### config.mk
export PLATFORM = sky130hd
export DESIGN_NAME = ex_hazard_ctrl
export DESIGN_NICKNAME = d
export VERILOG_FILES = /design/src/rtl/ex_hazard_ctrl.sv
export SDC_FILE = /design/constraint.sdc
export NUM_CORES = 1
export LEC_CHECK = 0
export BUFFER_PORTS_ARGS = -buffer_cell sky130_fd_sc_hd__buf_4
export CAP_MARGIN = 20
export CORE_ASPECT_RATIO = 1.25
export CORE_MARGIN = 10
export CORE_UTILIZATION = 34
export CTS_CLUSTER_SIZE = 30
export DETAILED_ROUTE_END_ITERATION = 7
export PLACE_DENSITY = 0.61
export SYNTH_ARGS = -nofsm -noshare
export SYNTH_HDL_FRONTEND = slang
export SYNTH_SLANG_ARGS = --single-unit
### constraint.sdc
create_clock -name clk -period 8.2 [get_ports clk]
set_input_delay 2.46 -clock clk [delete_from_list [all_inputs] [get_ports clk]]
set_output_delay 2.46 -clock clk [all_outputs]
set_load 0.02 [all_outputs]
### src/rtl/ex_hazard_ctrl.sv
// Pipeline control for the five-stage core: load-use stall detection, redirect flushes,
// halt/resume sequencing on a syscall in EX, and free-running performance counters.
module ex_hazard_ctrl #(
  parameter int CNT_W = 32
) (
  input  logic             clk,
  input  logic             rst_n,
  input  logic             go,
  input  logic [4:0]       id_rs,
  input  logic [4:0]       id_rt,
  input  logic             id_use_rs,
  input  logic             id_use_rt,
  input  logic             ex_mem_read,
  input  logic [4:0]       ex_dst,
  input  logic             ex_jb,
  input  logic             ex_halt,
  output logic             pc_en,
  output logic             ifid_en,
  output logic             ifid_flush,
  output logic             idex_flush,
  output logic             pipe_en,
  output logic             lu,
  output logic             halted,
  output logic [CNT_W-1:0] cnt_cycle,
  output logic [CNT_W-1:0] cnt_jb,
  output logic [CNT_W-1:0] cnt_lu
);

  typedef enum logic [1:0] {
    ST_RUN    = 2'd0,
    ST_HALT   = 2'd1,
    ST_RESUME = 2'd2
  } state_t;

  localparam logic [CNT_W-1:0] CNT_ONE  = {{(CNT_W-1){1'b0}}, 1'b1};
  localparam logic [CNT_W-1:0] CNT_ZERO = {CNT_W{1'b0}};

  state_t           state_q, state_d;
  logic             lu_q, lu_d;
  logic             halted_q, halted_d;
  logic [CNT_W-1:0] cnt_cycle_q, cnt_cycle_d;
  logic [CNT_W-1:0] cnt_jb_q, cnt_jb_d;
  logic [CNT_W-1:0] cnt_lu_q, cnt_lu_d;
  logic             hz;
  logic             hlt;
  logic             active;

  // Load-use hazard: EX load writes a non-zero register that ID is about to read
  always_comb begin
    hz = ex_mem_read && (ex_dst != 5'd0) &&
         ((id_use_rs && (id_rs == ex_dst)) || (id_use_rt && (id_rt == ex_dst)));
  end

  // Next-state and enable/flush decode; RESUME masks the frozen syscall
  always_comb begin
    state_d    = state_q;
    hlt        = 1'b0;
    pc_en      = 1'b0;
    ifid_en    = 1'b0;
    pipe_en    = 1'b0;
    ifid_flush = 1'b0;
    idex_flush = 1'b0;
    case (state_q)
      ST_RUN, ST_RESUME: begin
        hlt = (state_q == ST_RUN) && ex_halt;
        if (hlt) begin
          state_d = ST_HALT;
        end else if (ex_jb) begin
          state_d    = ST_RUN;
          pc_en      = 1'b1;
          ifid_en    = 1'b1;
          pipe_en    = 1'b1;
          ifid_flush = 1'b1;
          idex_flush = 1'b1;
        end else if (hz) begin
          state_d    = ST_RUN;
          pipe_en    = 1'b1;
          idex_flush = 1'b1;
        end else begin
          state_d = ST_RUN;
          pc_en   = 1'b1;
          ifid_en = 1'b1;
          pipe_en = 1'b1;
        end
      end
      ST_HALT: begin
        if (go) begin
          state_d = ST_RESUME;
        end else begin
          state_d = ST_HALT;
        end
      end
      default: begin
        state_d = ST_RUN;
      end
    endcase
  end

  // Marker, status and counter next values; everything freezes while halted
  always_comb begin
    active      = (state_q != ST_HALT);
    halted_d    = (state_d == ST_HALT);
    lu_d        = lu_q;
    cnt_cycle_d = cnt_cycle_q;
    cnt_jb_d    = cnt_jb_q;
    cnt_lu_d    = cnt_lu_q;
    if (active) begin
      lu_d        = hz && !ex_jb && !hlt;
      cnt_cycle_d = cnt_cycle_q + CNT_ONE;
      cnt_jb_d    = (ex_jb && !hlt) ? (cnt_jb_q + CNT_ONE) : cnt_jb_q;
      cnt_lu_d    = (hz && !ex_jb && !hlt) ? (cnt_lu_q + CNT_ONE) : cnt_lu_q;
    end else begin
      lu_d = lu_q;
    end
  end

  // State, marker and counter registers
  always_ff @(posedge clk or negedge rst_n) begin
    if (!rst_n) begin
      state_q     <= ST_RUN;
      lu_q        <= 1'b0;
      halted_q    <= 1'b0;
      cnt_cycle_q <= CNT_ZERO;
      cnt_jb_q    <= CNT_ZERO;
      cnt_lu_q    <= CNT_ZERO;
    end else begin
      state_q     <= state_d;
      lu_q        <= lu_d;
      halted_q    <= halted_d;
      cnt_cycle_q <= cnt_cycle_d;
      cnt_jb_q    <= cnt_jb_d;
      cnt_lu_q    <= cnt_lu_d;
    end
  end

  assign lu        = lu_q;
  assign halted    = halted_q;
  assign cnt_cycle = cnt_cycle_q;
  assign cnt_jb    = cnt_jb_q;
  assign cnt_lu    = cnt_lu_q;

endmodule

==> impl_summary.txt <==
----------------------------------------------------
[Global route]
  Pin count of the biggest net entering global routing ... 86
  Global route total overflow ... 0
  Via count of the first global-routing pass ... 3,908
  Global Route Usage Sum ... 12.58%
  Antenna violations before repair ... 0
  Global-route wire length before repair ... 20.35 mm

[Min path]
  Hold WC Path Type ... reg -> reg

[Logic synthesis]
  Seq/Total Area, Yosys ... 51.63%
  Number of synthesized flops with an enable pin ... 0
  Count of cell types in the netlist ... 42
  Avg Cell Area, Syn ... 10.99 um^2
  Synthesized netlist net count ... 467
  Synthesis Warnings ... 0
  Seq cells post-synth ... 100
  Share of flip-flops with an asynchronous set or reset ... 100.0%
  Gate Count Post-Synth ... 441
  Post-synthesis instance area ... 4847 um^2
  Most instantiated flip-flop cell in the synthesis netlist ... sky130_fd_sc_hd__dfrtp_1

[Drt]
  Residual antenna-violating net count after detailed routing ... 0
  Sum of routed wire length over all layers ... 12.25 mm
  Routed via count ... 3,773
  Ratio of routed vias to standard cells ... 5.051
  Count of unresolved DRC violations after routing ... 0
  1st-pass router iterations ... 4
  Avg WL per Cell ... 16.40 um
  DRT iter0 DRCs ... 240

[Clocking]
  Buffers inserted by post-CTS timing repair ... 0
  Clk sinks ... 100
  Max Root-Sink Buffers ... 2
  Clock transition at the registers of the reported paths ... 0.06 ns
  H-Tree Depth ... 3
  Cell at the root of the clock tree ... sky130_fd_sc_hd__clkbuf_16
  CTS tree ... done
  Post-cts resize count ... 0
  Clock insertion delay at the later pin of the skew report ... 0.34 ns
  Total clock buffers created by CTS ... 9
  CTS Hold Bufs ... 0

[Placed design]
  Placement-stage worst setup slack ... 1.615 ns
  Half-perimeter wire length after placement ... 9.257 mm
  Input/output buffers ... 125
  Last weighted congestion value of the routability-driven placer ... 0.8250

[STA]
  Count of endpoints failing hold in the final timing report ... 0
  Slew Limit Fails ... 0
  Unrepaired setup endpoints after global routing ... false
  Minimum hold slack ... 0.4697 ns
  Slew of the pin with the lowest slew margin ... 0.8523 ns
  Final number of setup-violating endpoints ... 0
  Setup TNS after final layout ... 0 ns
  Worst Skew ... 0.006492 ns
  Worst Slack Setup Final ... 1.621 ns
  Final critical-path share of the clock period ... 80.24%
  Max Clock Freq ... 152.0 MHz
  Worst max-slew margin expressed relative to the limit ... 42.65%
  Min cycle time layout ... 6.579 ns

[Finish]
  Leading cell types in the layout, fill and taps excluded ... sky130_fd_sc_hd__buf_4 (128), sky130_fd_sc_hd__dfrtp_1 (100), sky130_fd_sc_hd__xor2_1 (56)
  Share of final-layout standard cells stronger than drive strength 1 ... 27.62%
  Most common library cell in the layout ignoring fill and taps ... sky130_fd_sc_hd__buf_4
  Final-layout fill cell count ... 1,323
  Fin util ... 45.00%
  Total area of sequential cells ... 2502 um^2
  Area growth syn-to-layout ... 28.81%
  Multi-input gate area ... 2258 um^2
  Diodes inserted ... 0
  Number of nets in the layout ... 594

[Setup path]
  Critical path data arrival time ... 4.12 ns
  Cells along the critical path ... buf_4 -> or4_1 -> o21ai_1 -> o21a_1 -> buf_4
  Critical path launch point type ... input port
  Top cell by count, worst path ... sky130_fd_sc_hd__buf_4
  Crit path required time ... 5.74 ns
  Largest driver fanout on the critical path ... 12
  Setup crit end kind ... output pin
  Crit path largest cell delay ... 0.61 ns
  Path type of the worst setup path ... in -> out
  Critical path's slowest cell ... sky130_fd_sc_hd__o21ai_1

[Power]
  Design Power ... 1.180 mW
  Leakage Power ... 3.114 nW
  Areal power density over the cells ... 189.0 nW/um^2
  Highest ir drop seen on vdd ... 0.1119 mV

[Floorplan]
  Die ar. ... 19,460 um^2
  Width of the die ... 126.8 um
  Top-Level Pins ... 126
  Area inside the core boundary ... 13,870 um^2
  Effective utilization at floorplan ... 34.94%
  Count of standard-cell rows ... 48
  Die outline height ... 153.5 um

[Job]
  Max Cap Violations ... 0

[Status]
  Result of the run ... complete, no violations

----------------------------------------------------
## worst max-delay path, delay by kind of cell
kind            cells  cell delay [ns]
buf+inv             2             0.27
compound gates      2             0.82
simple gates        1             0.57
## synth_stat cells, types with 5 or more instances
cell type                    n  area share (%)
sky130_fd_sc_hd__clkbuf_1    6            0.46
sky130_fd_sc_hd__inv_1       6            0.46
sky130_fd_sc_hd__nor3_1     15             1.5
sky130_fd_sc_hd__nor4_2      5             1.3
sky130_fd_sc_hd__nor2_1     23             1.8
sky130_fd_sc_hd__nand3_1    30             3.1
sky130_fd_sc_hd__xnor2_1    47             8.5
sky130_fd_sc_hd__dfrtp_1   100              52
sky130_fd_sc_hd__nand4_1    32             4.1
sky130_fd_sc_hd__and3_1     15             1.9
sky130_fd_sc_hd__nand2_1    33             2.6
sky130_fd_sc_hd__nor4_1     15             1.9
sky130_fd_sc_hd__and4_1     10             1.8
sky130_fd_sc_hd__xor2_1     56              10
## metrics by stage
step / instances / cell area [um^2]
after floorplan: 441 / 4847
after global placement: 731 / 5963
after detailed placement: 731 / 5963
after CTS: 746 / 6216
after global routing: 747 / 6243
final: 747 / 6243
## worst paths after layout
path,startpoint,end,slack (ns),cells past startpoint
worst max register to register,state_q[1],cnt_jb[18],5.94,5
worst min-delay path,cnt_cycle[31],cnt_cycle[31],0.47,1
worst min register to register,cnt_cycle[31],cnt_cycle[31],0.47,1
min in group asynchronous,rst_n,cnt_lu[28],1.97,1
worst max-delay path,ex_dst[1],pc_en,1.62,5
max in group asynchronous,rst_n,cnt_jb[6],5.27,3
## power by group
| group | internal [mW] | switching [mW] | total [mW] |
|---|---|---|---|
| sequential | 0.529 | 0.0514 | 0.581 |
| clock | 0.204 | 0.175 | 0.379 |
| combinational | 0.0966 | 0.124 | 0.221 |
| total | 0.830 | 0.350 | 1.18 |
## area by class of cell
cell class | instances | area share, %
inverters | 6 | 0.3607
well taps | 175 | 3.507
multi-input cells | 322 | 36.17
flip-flops and latches | 100 | 40.08
clock buffers | 13 | 3.848
repair buffers | 129 | 15.83
clock inverters | 2 | 0.2004
## kinds of logic (layout without fill, tap and decap cells)
group / after synthesis / in the layout / synth area share (%)
and+or+nand+nor: 205 / 205 / 25.32
xor gates and xnor gates: 103 / 103 / 18.61
buffers and inverters: 19 / 150 / 1.936
DFF: 100 / 100 / 51.63
AOI/OAI and AO/OA: 8 / 8 / 1.058
muxes: 3 / 3 / 0.6711
adders and majority gates: 3 / 3 / 0.7745
## per-layer routing
layer,GRT usage (%),vias up,wire (um)
met4,5.921,0,316
met5,0,-,0
met3,4.438,21,942
met2,19.09,121,5540
li1,-,1804,-
met1,15.57,1827,5453
## registers in the layout, indices dropped and copies added (netlist names)
register / cells
cnt_cycle: 32
cnt_jb: 32
cnt_lu: 32
state_q: 2
halted: 1
lu: 1
Power figures use the tool's default switching activity.
